<file path="src/rtl/isa_pkg.sv">
// Shared ISA definitions: opcode enum, instruction field positions and the
// encoder FSM state enum, used by both the program encoder and the decoder.
package isa_pkg;

    typedef enum logic [3:0] {
        OP_NOP   = 4'd0,
        OP_BRNZP = 4'd1,
        OP_CMP   = 4'd2,
        OP_ADD   = 4'd3,
        OP_SUB   = 4'd4,
        OP_MUL   = 4'd5,
        OP_DIV   = 4'd6,
        OP_LDR   = 4'd7,
        OP_STR   = 4'd8,
        OP_CONST = 4'd9,
        OP_RET   = 4'd15
    } instruction_t;

    localparam int OPCODE_LSB = 12;
    localparam int RD_LSB     = 8;
    localparam int RS_LSB     = 4;
    localparam int RT_LSB     = 0;
    localparam int NZP_LSB    = 9;
    localparam int IMM_LSB    = 0;
    localparam int FIELD_W    = 4;
    localparam int NZP_W      = 3;
    localparam int IMM_W      = 8;

    typedef enum logic [1:0] {
        ENC_IDLE,
        ENC_ACCEPT,
        ENC_WRITE,
        ENC_DONE
    } enc_state_t;

    // Opcodes 10..14 have no defined instruction.
    function automatic logic is_reserved_opcode(input logic [3:0] op);
        return (op >= 4'd10) && (op <= 4'd14);
    endfunction

endpackage

</file>
<file path="src/rtl/instr_pack.sv">
// Combinational instruction packer: structured fields in, 16-bit word out.
// Fields not used by an opcode are forced to zero.
module instr_pack
    import isa_pkg::*;
(
    input  logic [3:0]  opcode,
    input  logic [3:0]  rd,
    input  logic [3:0]  rs,
    input  logic [3:0]  rt,
    input  logic [2:0]  nzp,
    input  logic [7:0]  immediate,
    output logic [15:0] word
);

    always_comb begin
        word = '0;
        word[OPCODE_LSB +: FIELD_W] = opcode;
        case (opcode)
            OP_NOP, OP_RET: begin
            end
            OP_BRNZP: begin
                word[NZP_LSB +: NZP_W] = nzp;
                word[IMM_LSB +: IMM_W] = immediate;
            end
            OP_CMP, OP_STR: begin
                word[RS_LSB +: FIELD_W] = rs;
                word[RT_LSB +: FIELD_W] = rt;
            end
            OP_LDR: begin
                word[RD_LSB +: FIELD_W] = rd;
                word[RS_LSB +: FIELD_W] = rs;
            end
            OP_CONST: begin
                word[RD_LSB +: FIELD_W] = rd;
                word[IMM_LSB +: IMM_W]  = immediate;
            end
            // ALU ops and reserved opcodes share the three-register layout
            default: begin
                word[RD_LSB +: FIELD_W] = rd;
                word[RS_LSB +: FIELD_W] = rs;
                word[RT_LSB +: FIELD_W] = rt;
            end
        endcase
    end

endmodule

</file>
<file path="src/rtl/program_encoder.sv">
// Packs instruction requests and streams them into program memory at
// consecutive addresses. Define PROGRAM_ENCODER_OPCODE_CHECK_EN to drop reserved opcodes.
module program_encoder
    import isa_pkg::*;
#(
    parameter int PROGRAM_MEM_ADDR_BITS = 8,
    parameter int PROGRAM_MEM_DATA_BITS = 16
) (
    input  logic                             clk,
    input  logic                             reset,
    input  logic                             start,
    input  logic [PROGRAM_MEM_ADDR_BITS-1:0] base_addr,
    input  logic                             req_valid,
    output logic                             req_ready,
    input  logic [3:0]                       req_opcode,
    input  logic [3:0]                       req_rd,
    input  logic [3:0]                       req_rs,
    input  logic [3:0]                       req_rt,
    input  logic [2:0]                       req_nzp,
    input  logic [7:0]                       req_immediate,
    input  logic                             req_last,
    output logic                             mem_write_valid,
    output logic [PROGRAM_MEM_ADDR_BITS-1:0] mem_write_address,
    output logic [PROGRAM_MEM_DATA_BITS-1:0] mem_write_data,
    input  logic                             mem_write_ready,
    output logic                             busy,
    output logic                             done,
    output logic                             overflow,
    output logic                             error,
    output logic [PROGRAM_MEM_ADDR_BITS:0]   instr_count
);

    localparam int AW = PROGRAM_MEM_ADDR_BITS;
    localparam int DW = PROGRAM_MEM_DATA_BITS;

    enc_state_t     state_reg, state_next;
    logic [AW-1:0]  addr_reg, addr_next;
    logic [DW-1:0]  data_reg, data_next;
    logic           last_reg, last_next;
    logic [AW:0]    count_reg, count_next;
    logic           overflow_reg, overflow_next;
    logic           error_reg, error_next;
    logic [15:0]    packed_word;
    logic           illegal_op;

    instr_pack u_pack (
        .opcode    (req_opcode),
        .rd        (req_rd),
        .rs        (req_rs),
        .rt        (req_rt),
        .nzp       (req_nzp),
        .immediate (req_immediate),
        .word      (packed_word)
    );

`ifdef PROGRAM_ENCODER_OPCODE_CHECK_EN
    assign illegal_op = is_reserved_opcode(req_opcode);
`else
    assign illegal_op = 1'b0;
`endif

    always_ff @(posedge clk) begin
        if (reset) begin
            state_reg    <= ENC_IDLE;
            addr_reg     <= '0;
            data_reg     <= '0;
            last_reg     <= 1'b0;
            count_reg    <= '0;
            overflow_reg <= 1'b0;
            error_reg    <= 1'b0;
        end else begin
            state_reg    <= state_next;
            addr_reg     <= addr_next;
            data_reg     <= data_next;
            last_reg     <= last_next;
            count_reg    <= count_next;
            overflow_reg <= overflow_next;
            error_reg    <= error_next;
        end
    end

    always_comb begin
        state_next    = state_reg;
        addr_next     = addr_reg;
        data_next     = data_reg;
        last_next     = last_reg;
        count_next    = count_reg;
        overflow_next = overflow_reg;
        error_next    = error_reg;
        case (state_reg)
            ENC_IDLE: begin
                if (start) begin
                    addr_next     = base_addr;
                    count_next    = '0;
                    overflow_next = 1'b0;
                    error_next    = 1'b0;
                    state_next    = ENC_ACCEPT;
                end
            end
            ENC_ACCEPT: begin
                if (req_valid) begin
                    if (illegal_op) begin
                        // Consumed but never written; address and count untouched.
                        error_next = 1'b1;
                        state_next = req_last ? ENC_DONE : ENC_ACCEPT;
                    end else begin
                        data_next  = DW'(packed_word);
                        last_next  = req_last;
                        state_next = ENC_WRITE;
                    end
                end
            end
            ENC_WRITE: begin
                if (mem_write_ready) begin
                    count_next = count_reg + (AW+1)'(1);
                    addr_next  = addr_reg + AW'(1);
                    if (last_reg) begin
                        state_next = ENC_DONE;
                    end else if (&addr_reg) begin
                        // Top of memory reached without req_last: stop before wrapping.
                        overflow_next = 1'b1;
                        state_next    = ENC_DONE;
                    end else begin
                        state_next = ENC_ACCEPT;
                    end
                end
            end
            ENC_DONE: begin
                state_next = ENC_IDLE;
            end
            default: begin
                state_next = ENC_IDLE;
            end
        endcase
    end

    assign req_ready         = (state_reg == ENC_ACCEPT);
    assign mem_write_valid   = (state_reg == ENC_WRITE);
    assign mem_write_address = addr_reg;
    assign mem_write_data    = data_reg;
    assign busy              = (state_reg != ENC_IDLE);
    assign done              = (state_reg == ENC_DONE);
    assign overflow          = overflow_reg;
    assign error             = error_reg;
    assign instr_count       = count_reg;

endmodule

</file>
<file path="config.mk">
export PLATFORM = sky130hd
export DESIGN_NAME = program_encoder
export DESIGN_NICKNAME = d
export VERILOG_FILES = /design/src/rtl/isa_pkg.sv /design/src/rtl/instr_pack.sv /design/src/rtl/program_encoder.sv
export SDC_FILE = /design/constraint.sdc
export NUM_CORES = 1
export LEC_CHECK = 0
export ABC_AREA = 1
export CAP_MARGIN = 25
export CORE_MARGIN = 3
export CORE_UTILIZATION = 35
export CTS_CLUSTER_SIZE = 10
export DETAILED_ROUTE_END_ITERATION = 8
export PLACE_DENSITY = 0.79
export SYNTH_ARGS = -nofsm -noshare
export SYNTH_HDL_FRONTEND = slang
export SYNTH_SLANG_ARGS = --single-unit
</file>
<file path="constraint.sdc">
create_clock -name clk -period 1.2 [get_ports clk]
set_input_delay 0.3 -clock clk [delete_from_list [all_inputs] [get_ports clk]]
set_output_delay 0.3 -clock clk [all_outputs]
set_load 0.005 [all_outputs]
</file>
==> flow_summary.ini, run 1 <==
[layout]
syn_to_final_growth_pct = 96.3
fin_util_pct = 71.6
nNetsFinal = 452
antenna-diode-count = 0
largest_register_ffs = 16
nFillCells = 372
drive_above_1_share_pct = 48.5

[critical_path]
cp.depth = 8
rr_worst_depth = 8
crit_chain = buf_6 -> nor2_4 -> buf_6 -> inv_6 -> nor2_8 -> inv_6 -> a21oi_1 -> a21oi_1
cp_max_fo = 11
start_kind = flop
path_delay_family = buffers and inverters
critPathKind = flop to flop
slowest_delay_ps = 360
worstPathRequired_ps = 1370
cp_slowest_cell = dfxtp_4
endpoint_kind = flop
path_buf_inv = 4
critPathArrivalTime_ps = 1590

[global_route]
grt_pass1_wl_um = 10400
grt_start_max_net_pins = 20
first_global_vias = 2329
track_usage_pct = 20.8
grt_antenna_before_repair = 0
grt.overflow.total = 0

[detailed_routing]
wl_um = 7060
drt_iter0_markers = 103
first_pass_iters = 4
drtAntennaViolNets = 0
vias = 2442
drc = 0
routedWlPerCell_um = 14.7
avgViaCountPerCell = 5.09

[sta]
tns_ps = -4200
period_share_pct = 118
fin_crit_ps = 1420
skew_ps = 2.93
rsz0062_at_grt = yes
finalHoldViolCount = 0
slew_viol_final = 0
setup_violations = 39
fmax_ghz = 0.705
fin_ws_ps = -218

[floorplan]
design.core.area_mm2 = 0.00517
rows = 26
start_util_pct = 36.5
ios = 80
fp.dieW_um = 79.4
die_y_um = 79.4
die_area_mm2 = 0.00631

[synthesis]
synth_top_area_share_pct = 39.3
ys.flop_type = dfxtp_1
synth_most_common_cell = nand2_1
syn_inst = 272
yosysSeqAreaShare_pct = 39.3
yosysWarnings = 0
synthesis.nets = 315
synth_edf_count = 0
syn_area_mm2 = 0.00189
ys_types = 27
synth_top_cell_by_area = dfxtp_1
avgSynthCellArea_um2 = 6.94
synth-async-reset-ratio_pct = 0
ys_top_cells_by_count = nand2_1 (55), a21oi_1 (37), dfxtp_1 (37), nor2_1 (29), inv_1 (27)
ys_ff_latch = 37
synthTopCellsByArea = dfxtp_1 (39%), nand2_1 (11%), a21oi_1 (9.8%)

[clock_tree]
cts.sinks = 37
clock-root-buffer = clkbuf_8
cts_max_path_buffers = 2
cts_made_buffers = 5
insertion_delay_ps = 290
cts_tree = built
clkTransAtPathRegs_ps = 80
hold_buffers = 0
htreeDepth = 2

[run_status]
status = finished, violations left
failed_checks = negative setup slack

[min_path]
hold_depth = 2
hp-class = flop to flop

[placement]
port_buffers = 78
dp_hpwl_um = 4330
gp_congestion = 0.892

[power_and_ir_drop]
power.density_mw_per_mm2 = 1080
vdd_drop_max_mv = 0.644
leakage_nw = 1.62

[run]
cap_violations = 0
-- worst paths after layout --
kind,from,slack (ps),endpoint
max,state_reg[1],-220,mem_write_data[1]
min,overflow,450,overflow
max reg2reg,state_reg[1],-220,mem_write_data[1]
min reg2reg,overflow,450,overflow
-- per-stage QoR --
| stage | setup slack, ps | instances | power [mW] | cell area (um2) | hold WS, ps |
|---|---|---|---|---|---|
| 2_1_floorplan | 9.28 | 272 | 1.97 | 1890 | 369 |
| 3_3_place_gp | -362 | 447 | 2.58 | 2960 | 435 |
| 3_5_place_dp | -434 | 447 | 2.60 | 2960 | 441 |
| 4_1_cts | -197 | 471 | 3.69 | 3350 | 454 |
| 5_1_grt | -249 | 480 | 4.19 | 3700 | 503 |
| 6_report | -218 | 480 | 4.01 | 3700 | 453 |
-- worst reg2reg max path, delay by kind of cell, from the launching register on --
family                 cells  cell delay (ps)
AOI/OAI and AO/OA          2              270
buffers and inverters      4              370
DFF                        1              360
and+or+nand+nor            2              310
-- what timing repair did --
item	in CTS	in global routing
setup endpoints to repair	72	67
gates resized for setup	154	119
setup buffers	15	12
pin swaps	12	25
gates cloned	1	0
-- cell usage in the layout, fill, tap and decap left out, drive strengths merged, types with 3 or more instances in the layout --
| cell type | count |
|---|---|
| a21oi | 37 |
| a31oi | 5 |
| buf | 64 |
| clkbuf | 16 |
| clkdlybuf4s15 | 14 |
| clkdlybuf4s50 | 38 |
| dfxtp | 37 |
| dlygate4sd2 | 12 |
| inv | 31 |
| nand2 | 56 |
| nand3 | 12 |
| nand4 | 8 |
| nor2 | 32 |
| nor3 | 3 |
| o21ai | 30 |
-- area by class of cell --
| type | instances | area [um2] | area share [%] |
|---|---|---|---|
| Clock buffer | 6 | 72.6 | 1.96 |
| Clock inverter | 2 | 10.0 | 0.270 |
| Inverter | 32 | 159 | 4.29 |
| Multi-Input combinational cell | 194 | 1320 | 35.7 |
| Sequential cell | 37 | 783 | 21.1 |
| Tap cell | 70 | 87.6 | 2.36 |
| Timing Repair Buffer | 139 | 1270 | 34.3 |
-- per-layer routing --
metal / routed length [um] / share of wire (%) / GRT usage (%)
met5: 0 / 0 / 0
met4: 180 / 2.5 / 8.25
met3: 607 / 8.6 / 7.90
met2: 3640 / 51 / 36.2
met1: 2640 / 37 / 22.6
-- kinds of logic (layout without fill, tap and decap cells) --
group	count (synthesis)	count (layout)	synth area share (%)
buffers and inverters	41	179	10.6
AOI/OAI and AO/OA	77	77	21.3
other	1	1	0.199
and+or+nand+nor	114	114	27.3
adders and majority gates	2	2	1.33
DFF	37	37	39.3
-- where the power goes --
group          internal (mW)  total [mW]  switching [mW]
Clock                  0.403       0.866           0.463
Sequential              1.37        1.46          0.0911
Combinational          0.882        1.68           0.802
(Power assumes the default switching activity.)
==> run 2, diff against run 1 <==
Settings changed: GPL_ROUTABILITY_DRIVEN set to 1.
==> results of run 2 <==
Final layout, timing and power as in run 1 (identical DEF).
